$ cat src/rtl/ara_trace_pkg.sv
// Shared types and helpers for the W-channel tracer.
// The entry macro builds the FIFO record for a given data/port width.
`ifndef ARA_TRACE_ENTRY_T
`define ARA_TRACE_ENTRY_T(name_t, dw, pw) \
    typedef struct packed { \
        logic [(pw)-1:0]   port; \
        logic [(dw)/8-1:0] strb; \
        logic [(dw)-1:0]   data; \
    } name_t;
`endif

package ara_trace_pkg;

    localparam int unsigned CntWidth = 32;

    typedef enum logic {
        StEmpty = 1'b0,
        StFull  = 1'b1
    } stage_state_e;

    function automatic logic [CntWidth-1:0] sat_add(
        input logic [CntWidth-1:0] a,
        input logic [3:0]          b
    );
        logic [CntWidth:0] s;
        s = {1'b0, a} + {{(CntWidth - 3){1'b0}}, b};
        return s[CntWidth] ? {CntWidth{1'b1}} : s[CntWidth-1:0];
    endfunction

endpackage

$ cat src/rtl/ara_w_trace_stage.sv
// Per-port capture qualifier and single-entry staging register.
// A capture into an occupied, ungranted stage is dropped and flagged.
module ara_w_trace_stage
    import ara_trace_pkg::*;
#(
    parameter int unsigned DataWidth   = 128,
    parameter bit          FilterEmpty = 1'b1,
    parameter bit          MaskData    = 1'b1,
    localparam int unsigned StrbWidth  = DataWidth / 8
) (
    input  logic                 clk_i,
    input  logic                 rst_ni,
    input  logic                 clear_i,
    input  logic                 en_i,
    input  logic                 port_en_i,
    input  logic                 w_valid_i,
    input  logic                 w_ready_i,
    input  logic [DataWidth-1:0] w_data_i,
    input  logic [StrbWidth-1:0] w_strb_i,
    input  logic                 grant_i,
    output logic                 full_o,
    output logic [DataWidth-1:0] data_o,
    output logic [StrbWidth-1:0] strb_o,
    output logic                 drop_o
);

    stage_state_e         state_q, state_d;
    logic [DataWidth-1:0] data_q, data_d;
    logic [StrbWidth-1:0] strb_q, strb_d;
    logic                 capture;
    logic [DataWidth-1:0] masked;

    always_comb begin
        capture = w_valid_i && w_ready_i && en_i && port_en_i &&
                  (!FilterEmpty || (|w_strb_i));
        masked = w_data_i;
        if (MaskData) begin
            for (int b = 0; b < int'(StrbWidth); b++) begin
                if (!w_strb_i[b]) masked[b*8 +: 8] = 8'h00;
            end
        end
        state_d = state_q;
        data_d  = data_q;
        strb_d  = strb_q;
        drop_o  = 1'b0;
        if (clear_i) begin
            state_d = StEmpty;
        end else if (capture) begin
            // a granted stage is vacated this cycle, so it can take the new beat
            if (state_q == StEmpty || grant_i) begin
                state_d = StFull;
                data_d  = masked;
                strb_d  = w_strb_i;
            end else begin
                drop_o = 1'b1;
            end
        end else if (grant_i) begin
            state_d = StEmpty;
        end
    end

    always_ff @(posedge clk_i or negedge rst_ni) begin
        if (!rst_ni) begin
            state_q <= StEmpty;
            data_q  <= '0;
            strb_q  <= '0;
        end else begin
            state_q <= state_d;
            data_q  <= data_d;
            strb_q  <= strb_d;
        end
    end

    assign full_o = (state_q == StFull);
    assign data_o = data_q;
    assign strb_o = strb_q;

endmodule

$ cat src/rtl/ara_w_tracer.sv
// Passive multi-port AXI W-channel tracer: per-port staging, round-robin
// merge into a shared trace FIFO, plus drop/capture counters.
module ara_w_tracer
    import ara_trace_pkg::*;
#(
    parameter int unsigned NrPorts     = 2,
    parameter int unsigned DataWidth   = 128,
    parameter int unsigned Depth       = 16,
    parameter bit          FilterEmpty = 1'b1,
    parameter bit          MaskData    = 1'b1,
    localparam int unsigned StrbWidth  = DataWidth / 8,
    localparam int unsigned PortW      = (NrPorts > 1) ? $clog2(NrPorts) : 1,
    localparam int unsigned AddrW      = $clog2(Depth)
) (
    input  logic                                clk_i,
    input  logic                                rst_ni,
    input  logic                                en_i,
    input  logic [NrPorts-1:0]                  port_en_i,
    input  logic                                clear_i,
    input  logic [NrPorts-1:0][DataWidth-1:0]   w_data_i,
    input  logic [NrPorts-1:0][StrbWidth-1:0]   w_strb_i,
    input  logic [NrPorts-1:0]                  w_valid_i,
    input  logic [NrPorts-1:0]                  w_ready_i,
    output logic                                trace_valid_o,
    input  logic                                trace_ready_i,
    output logic [DataWidth-1:0]                trace_data_o,
    output logic [StrbWidth-1:0]                trace_strb_o,
    output logic [PortW-1:0]                    trace_port_o,
    output logic                                overflow_o,
    output logic [CntWidth-1:0]                 drop_cnt_o,
    output logic [CntWidth-1:0]                 capt_cnt_o,
    output logic [AddrW:0]                      usage_o
);

    `ARA_TRACE_ENTRY_T(entry_t, DataWidth, PortW)

    logic [NrPorts-1:0]                stage_full;
    logic [NrPorts-1:0]                stage_drop;
    logic [NrPorts-1:0]                stage_grant;
    logic [NrPorts-1:0][DataWidth-1:0] stage_data;
    logic [NrPorts-1:0][StrbWidth-1:0] stage_strb;

    for (genvar p = 0; p < NrPorts; p++) begin : g_stage
        ara_w_trace_stage #(
            .DataWidth   (DataWidth),
            .FilterEmpty (FilterEmpty),
            .MaskData    (MaskData)
        ) i_stage (
            .clk_i     (clk_i),
            .rst_ni    (rst_ni),
            .clear_i   (clear_i),
            .en_i      (en_i),
            .port_en_i (port_en_i[p]),
            .w_valid_i (w_valid_i[p]),
            .w_ready_i (w_ready_i[p]),
            .w_data_i  (w_data_i[p]),
            .w_strb_i  (w_strb_i[p]),
            .grant_i   (stage_grant[p]),
            .full_o    (stage_full[p]),
            .data_o    (stage_data[p]),
            .strb_o    (stage_strb[p]),
            .drop_o    (stage_drop[p])
        );
    end

    logic [PortW-1:0]    ptr_q, ptr_d;
    logic [PortW-1:0]    gnt_idx, cand;
    logic                gnt_any;
    entry_t              mem_q [Depth];
    entry_t              mem_d [Depth];
    entry_t              head;
    logic [AddrW-1:0]    wr_ptr_q, wr_ptr_d, rd_ptr_q, rd_ptr_d;
    logic [AddrW:0]      usage_q, usage_d;
    logic [CntWidth-1:0] drop_cnt_q, drop_cnt_d, capt_cnt_q, capt_cnt_d;
    logic                ovf_q, ovf_d;
    logic                fifo_full, push, pop;
    logic [3:0]          n_drop;

    // Rotating-priority search starting at the port after the last winner.
    always_comb begin
        gnt_any = 1'b0;
        gnt_idx = '0;
        cand    = '0;
        for (int i = 0; i < int'(NrPorts); i++) begin
            cand = PortW'((int'(ptr_q) + i) % int'(NrPorts));
            if (!gnt_any && stage_full[cand]) begin
                gnt_any = 1'b1;
                gnt_idx = cand;
            end
        end
    end

    assign fifo_full     = (usage_q == (AddrW + 1)'(Depth));
    assign trace_valid_o = (usage_q != '0);
    assign pop           = trace_valid_o && trace_ready_i;
    assign push          = !clear_i && gnt_any && (!fifo_full || pop);

    always_comb begin
        for (int p = 0; p < int'(NrPorts); p++) begin
            stage_grant[p] = push && (gnt_idx == PortW'(p));
        end
        n_drop = '0;
        for (int p = 0; p < int'(NrPorts); p++) begin
            n_drop = n_drop + {3'b000, stage_drop[p]};
        end
    end

    always_comb begin
        mem_d = mem_q;
        if (push) begin
            mem_d[wr_ptr_q] = '{port: gnt_idx,
                                strb: stage_strb[gnt_idx],
                                data: stage_data[gnt_idx]};
        end
        ptr_d = ptr_q;
        if (push) begin
            ptr_d = (gnt_idx == PortW'(NrPorts - 1)) ? '0 : gnt_idx + PortW'(1);
        end
        wr_ptr_d   = wr_ptr_q;
        rd_ptr_d   = rd_ptr_q;
        usage_d    = usage_q;
        drop_cnt_d = sat_add(drop_cnt_q, n_drop);
        capt_cnt_d = push ? sat_add(capt_cnt_q, 4'd1) : capt_cnt_q;
        ovf_d      = ovf_q || (n_drop != '0);
        if (clear_i) begin
            wr_ptr_d   = '0;
            rd_ptr_d   = '0;
            usage_d    = '0;
            drop_cnt_d = '0;
            capt_cnt_d = '0;
            ovf_d      = 1'b0;
        end else begin
            if (push) wr_ptr_d = wr_ptr_q + AddrW'(1);
            if (pop)  rd_ptr_d = rd_ptr_q + AddrW'(1);
            if (push && !pop) usage_d = usage_q + (AddrW + 1)'(1);
            if (pop && !push) usage_d = usage_q - (AddrW + 1)'(1);
        end
    end

    always_ff @(posedge clk_i or negedge rst_ni) begin
        if (!rst_ni) begin
            for (int i = 0; i < int'(Depth); i++) mem_q[i] <= '0;
            ptr_q      <= '0;
            wr_ptr_q   <= '0;
            rd_ptr_q   <= '0;
            usage_q    <= '0;
            drop_cnt_q <= '0;
            capt_cnt_q <= '0;
            ovf_q      <= 1'b0;
        end else begin
            mem_q      <= mem_d;
            ptr_q      <= ptr_d;
            wr_ptr_q   <= wr_ptr_d;
            rd_ptr_q   <= rd_ptr_d;
            usage_q    <= usage_d;
            drop_cnt_q <= drop_cnt_d;
            capt_cnt_q <= capt_cnt_d;
            ovf_q      <= ovf_d;
        end
    end

    // Head fields read zero whenever nothing is queued.
    assign head         = mem_q[rd_ptr_q];
    assign trace_data_o = trace_valid_o ? head.data : '0;
    assign trace_strb_o = trace_valid_o ? head.strb : '0;
    assign trace_port_o = trace_valid_o ? head.port : '0;
    assign overflow_o   = ovf_q;
    assign drop_cnt_o   = drop_cnt_q;
    assign capt_cnt_o   = capt_cnt_q;
    assign usage_o      = usage_q;

endmodule

$ cat config.mk
export PLATFORM = sky130hd
export DESIGN_NAME = ara_w_tracer
export DESIGN_NICKNAME = d
export VERILOG_FILES = /design/src/rtl/ara_trace_pkg.sv /design/src/rtl/ara_w_trace_stage.sv /design/src/rtl/ara_w_tracer.sv
export SDC_FILE = /design/constraint.sdc
export NUM_CORES = 2
export LEC_CHECK = 0
export ABC_CLOCK_PERIOD_IN_PS = 4400
export CORE_ASPECT_RATIO = 0.6
export CORE_MARGIN = 3
export CORE_UTILIZATION = 45
export DETAILED_ROUTE_END_ITERATION = 6
export PLACE_DENSITY = 0.7
export SYNTH_ARGS = -nofsm -noshare
export SYNTH_HDL_FRONTEND = slang
export SYNTH_SLANG_ARGS = --single-unit
export TNS_END_PERCENT = 100
$ cat constraint.sdc
create_clock -name clk_i -period 4.4 [get_ports clk_i]
set_input_delay 0.44 -clock clk_i [delete_from_list [all_inputs] [get_ports clk_i]]
set_output_delay 0.44 -clock clk_i [all_outputs]
set_load 0.005 [all_outputs]
==> key figures <==
Cells and area
  • Multi-input combinational cell area: roughly 45000 sq um
  • Register area: ~67000 sq um
  • Area Overhead vs Synth: 16.42%
  • Layout cells sized above 1: between 10% and 20%
  • Fillers: between 20000 and 25000
  • Nets: around 11000
  • Final Core Density: 52.79%

Yosys
  • Synth area leader: dfrtp_1
  • Post-synth EDFFs: 0
  • Simple-gate area share of the yosys netlist: 11.05%
  • Yosys top cell area share: 57.72%
  • Post-synthesis sequential area ratio: ~58%
  • Synth Area in Compound Gates: 11.63%
  • Mapped Cells: roughly 11000
  • Mux cell area share after synthesis: roughly 16%
  • Adder-cell share of the synthesized area: 0.1739%
  • Mapped Nets: 10850
  • Mapped Area: 116600 sq um
  • Ys async rst share: 100.0%
  • Largest family of logic cells by synthesized area: multiplexers
  • Yosys warns: 0
  • Top cells by area, synth: dfrtp_1, mux4_2, o21ai_0, nand2_1, clkbuf_1
  • Post-synthesis xor/xnor area fraction: 0.2479%
  • Synth Flop Type: dfrtp_1
  • Seq cells post-synth: about 2700
  • Yosys cell types: 55
  • Synth Area per Inst: 11.07 sq um

STA
  • Highest Clock Rate: 0.2322 GHz
  • Final Hold Violating Endpoints: 0
  • Tmin final: 4307 ps
  • Worst-Margin Slew: 1368 ps
  • Period Utilization, post-route: a little over nine tenths
  • Worst Clk Skew: 74.89 ps
  • Slew Limit Headroom: between 6 and 7%
  • Final worst slack: around 93 ps
  • Final setup violation count: 0
  • RSZ-0062 raised after global routing: true
  • Fin. max-slew vios: 0
  • Hold_ws: 83.36 ps

Clock network
  • Clock-pin slew on the worst setup and hold paths: roughly 70 ps
  • Clock buffer count from CTS: 244
  • CTS max path bufs: 4
  • Worst-skew pair later-pin latency: 920 ps
  • Clock tree sinks: roughly 2700
  • CTS root buf: clkbuf_16
  • H-tree levels: 4
  • CTS tree: yes

Floorplanning
  • Die Span Y: 400.3 um
  • Io pins: between 500 and 600
  • Die area: around 270000 sq um
  • FP Rows: approximately 140
  • CORE AREA: ~260000 sq um
  • Initial Utilization: 45.34%
  • Die X: 663.1 um

Placement
  • RePlAce Congestion: 0.8611
  • IO Port Bufs: 514
  • Hpwl dp: 221.6 mm
  • Place WS: -490.6 ps

Global route
  • First-pass GRT wire length: between 500 and 600 mm
  • Grt ovf: 0
  • Initial antenna violation count: 21
  • Largest net degree at the start of global routing: 179
  • Number of global-route vias before repair: 86210
  • Total track usage: 26.10%

Worst setup path
  • Type of the worst setup path: flop to output port
  • Worst Path Required: 3960 ps
  • Critical R2R Launch: usage_o[0]
  • R2r endpoint: drop_cnt_o[30]
  • Critical path launch point type: flop
  • Worst reg2reg path depth: 14
  • Crit end category: output port
  • FF-to-FF setup slack: 430 ps
  • Crit-path max FO: 66
  • Data arrival time of the worst path: between 3000 and 4000 ps

Power
  • PwrDens: 443.1 nW/um^2
  • VDD IR-drop max: 0.3912 mV
  • Pleak: 0.05898 uW
  • Pwr Total: 60130 uW

Detailed routing
  • Vias per Instance: just under 6
  • Via count: ~84000
  • Drt wl/cell: roughly 24 um
  • DR pass1 iterations: 6
  • Final WL: 347.5 mm
  • # DRC: 0
  • Number of DRC markers in iteration 0: approximately 8900
  • DRT antenna net count: 0

Worst hold path
  • Worst hold path endpoint: g_stage[1].i_stage.data_o[54]
  • Hold Path Origin: w_data_i[182]
  • Hold Path Class: input pin to flop
  • Hold depth: 3

Flow run
  • Max cap viols: 0

Status
  • Outcome: finished clean
## registers in the layout (all words and copies together) (netlist names)
signal	flops
mem_q	2320
g_stage.i_stage.data_o	256
capt_cnt_o	32
drop_cnt_o	32
g_stage.i_stage.strb_o	32
usage_o	5
rd_ptr_q	4
wr_ptr_q	4
g_stage.i_stage.full_o	2
overflow_o	1
ptr_q	1
## placed cells by master (no fill, tap or decap), types with 45 or more instances in the layout
cell	instances
and2_1	147
nand2_1	2858
clkinv_2	51
mux2i_1	147
dfrtp_1	2685
mux4_2	725
clkbuf_8	51
a21oi_1	45
clkbuf_16	247
clkdlybuf4s50_1	508
o21ai_0	2586
buf_12	98
buf_4	322
## timing repair
| action | CTS | global route |
|---|---|---|
| resized for setup | 5 | 16 |
| buffers inserted | 0 | 11 |
| hold endpoints to repair | 540 | 0 |
| endpoints found under the setup margin | 22 | 34 |
| pin swaps | 0 | 4 |
| hold buffers | 2 | 0 |
| gates cloned | 2 | 1 |
## critical path, cell delays in order, from the launching register on
cell             delay [ps]
dfrtp_4                 470
buf_12                  290
buf_12                  410
mux4_2                  430
mux4_2                  460
and2_1                  220
clkdlybuf4s50_1         500
## routing by layer
layer | wire [um] | track usage [%]
met5 | 21 | 0
met4 | 13920 | 9.896
met3 | 26490 | 4.805
met2 | 159900 | 40.18
met1 | 147100 | 37.16
## worst max path at each step
stage / start / to / slack, ps / cells past startpoint
floorplan: usage_o[0] / drop_cnt_o[29] / 660 / 16
global placement: w_strb_i[5] / drop_cnt_o[30] / -510 / 16
detailed placement: w_strb_i[29] / drop_cnt_o[30] / -490 / 16
CTS: rd_ptr_q[0] / trace_data_o[99] / 2 / 6
global route: rd_ptr_q[0] / trace_data_o[77] / -3 / 7
finish: rd_ptr_q[1] / trace_data_o[77] / 90 / 6
## cells in the mapped netlist, types with 2 or more instances
cell and instances:
nand2_1 2859, dfrtp_1 2689, o21ai_0 2586, mux4_2 725, clkbuf_1 596, buf_2 317, and2_1 152, mux2i_1 152
buf_1 60, a21oi_1 46, nand3_1 38, nor2_1 38, mux2_2 34, nand4_1 28, xor2_1 25, and3_1 19
inv_1 18, nor4_1 16, nor3_1 14, ha_1 13, a211oi_1 10, a31oi_1 9, and4_1 9, nor2b_1 9
xnor2_1 8, a311oi_1 7, a21o_1 6, nand2b_1 4, o21bai_1 4, or4_1 4, a221oi_1 3, and4_2 3
or3_1 3, a22oi_1 2, fa_1 2, nor3_2 2, nor3_4 2, o2111ai_1 2, o22ai_1 2
## where the power goes
group,switching [uW],internal (uW),leakage [uW]
logic,6340,4530,0.0175
clock network,9780,13300,0.00424
registers,557,25600,0.0372
## cell type report
| class | count | area share, % |
|---|---|---|
| timing repair buffer | 952 | 7.309 |
| clock inverter | 117 | 1.244 |
| tap | 3431 | 3.163 |
| clock buffer | 330 | 5.137 |
| inverter | 18 | 0.04978 |
| multi-input combinational | 6850 | 33.47 |
| antenna | 21 | 0.03872 |
| sequential | 2689 | 49.59 |
## kinds of logic (layout without fill, tap and decap cells)
| family | Yosys count | count (layout) |
|---|---|---|
| simple gates | 3209 | 3209 |
| flops | 2689 | 2689 |
| compound gates | 2682 | 2682 |
| buf+inv | 993 | 1417 |
| mux | 911 | 911 |
| xor+xnor | 33 | 33 |
| fa+ha+maj | 15 | 15 |
| other cells | 0 | 21 |
## through the flow
stage               setup TNS (ps)  instances  cell area [sq um]
floorplan                        0      10530             116600
global placement            -14600      13920             126700
detailed placement          -13100      13920             126700
CTS                              0      14370             135500
global route                -5.449      14390             135700
finish                           0      14410             135700
Power figures use the tool's default switching activity.
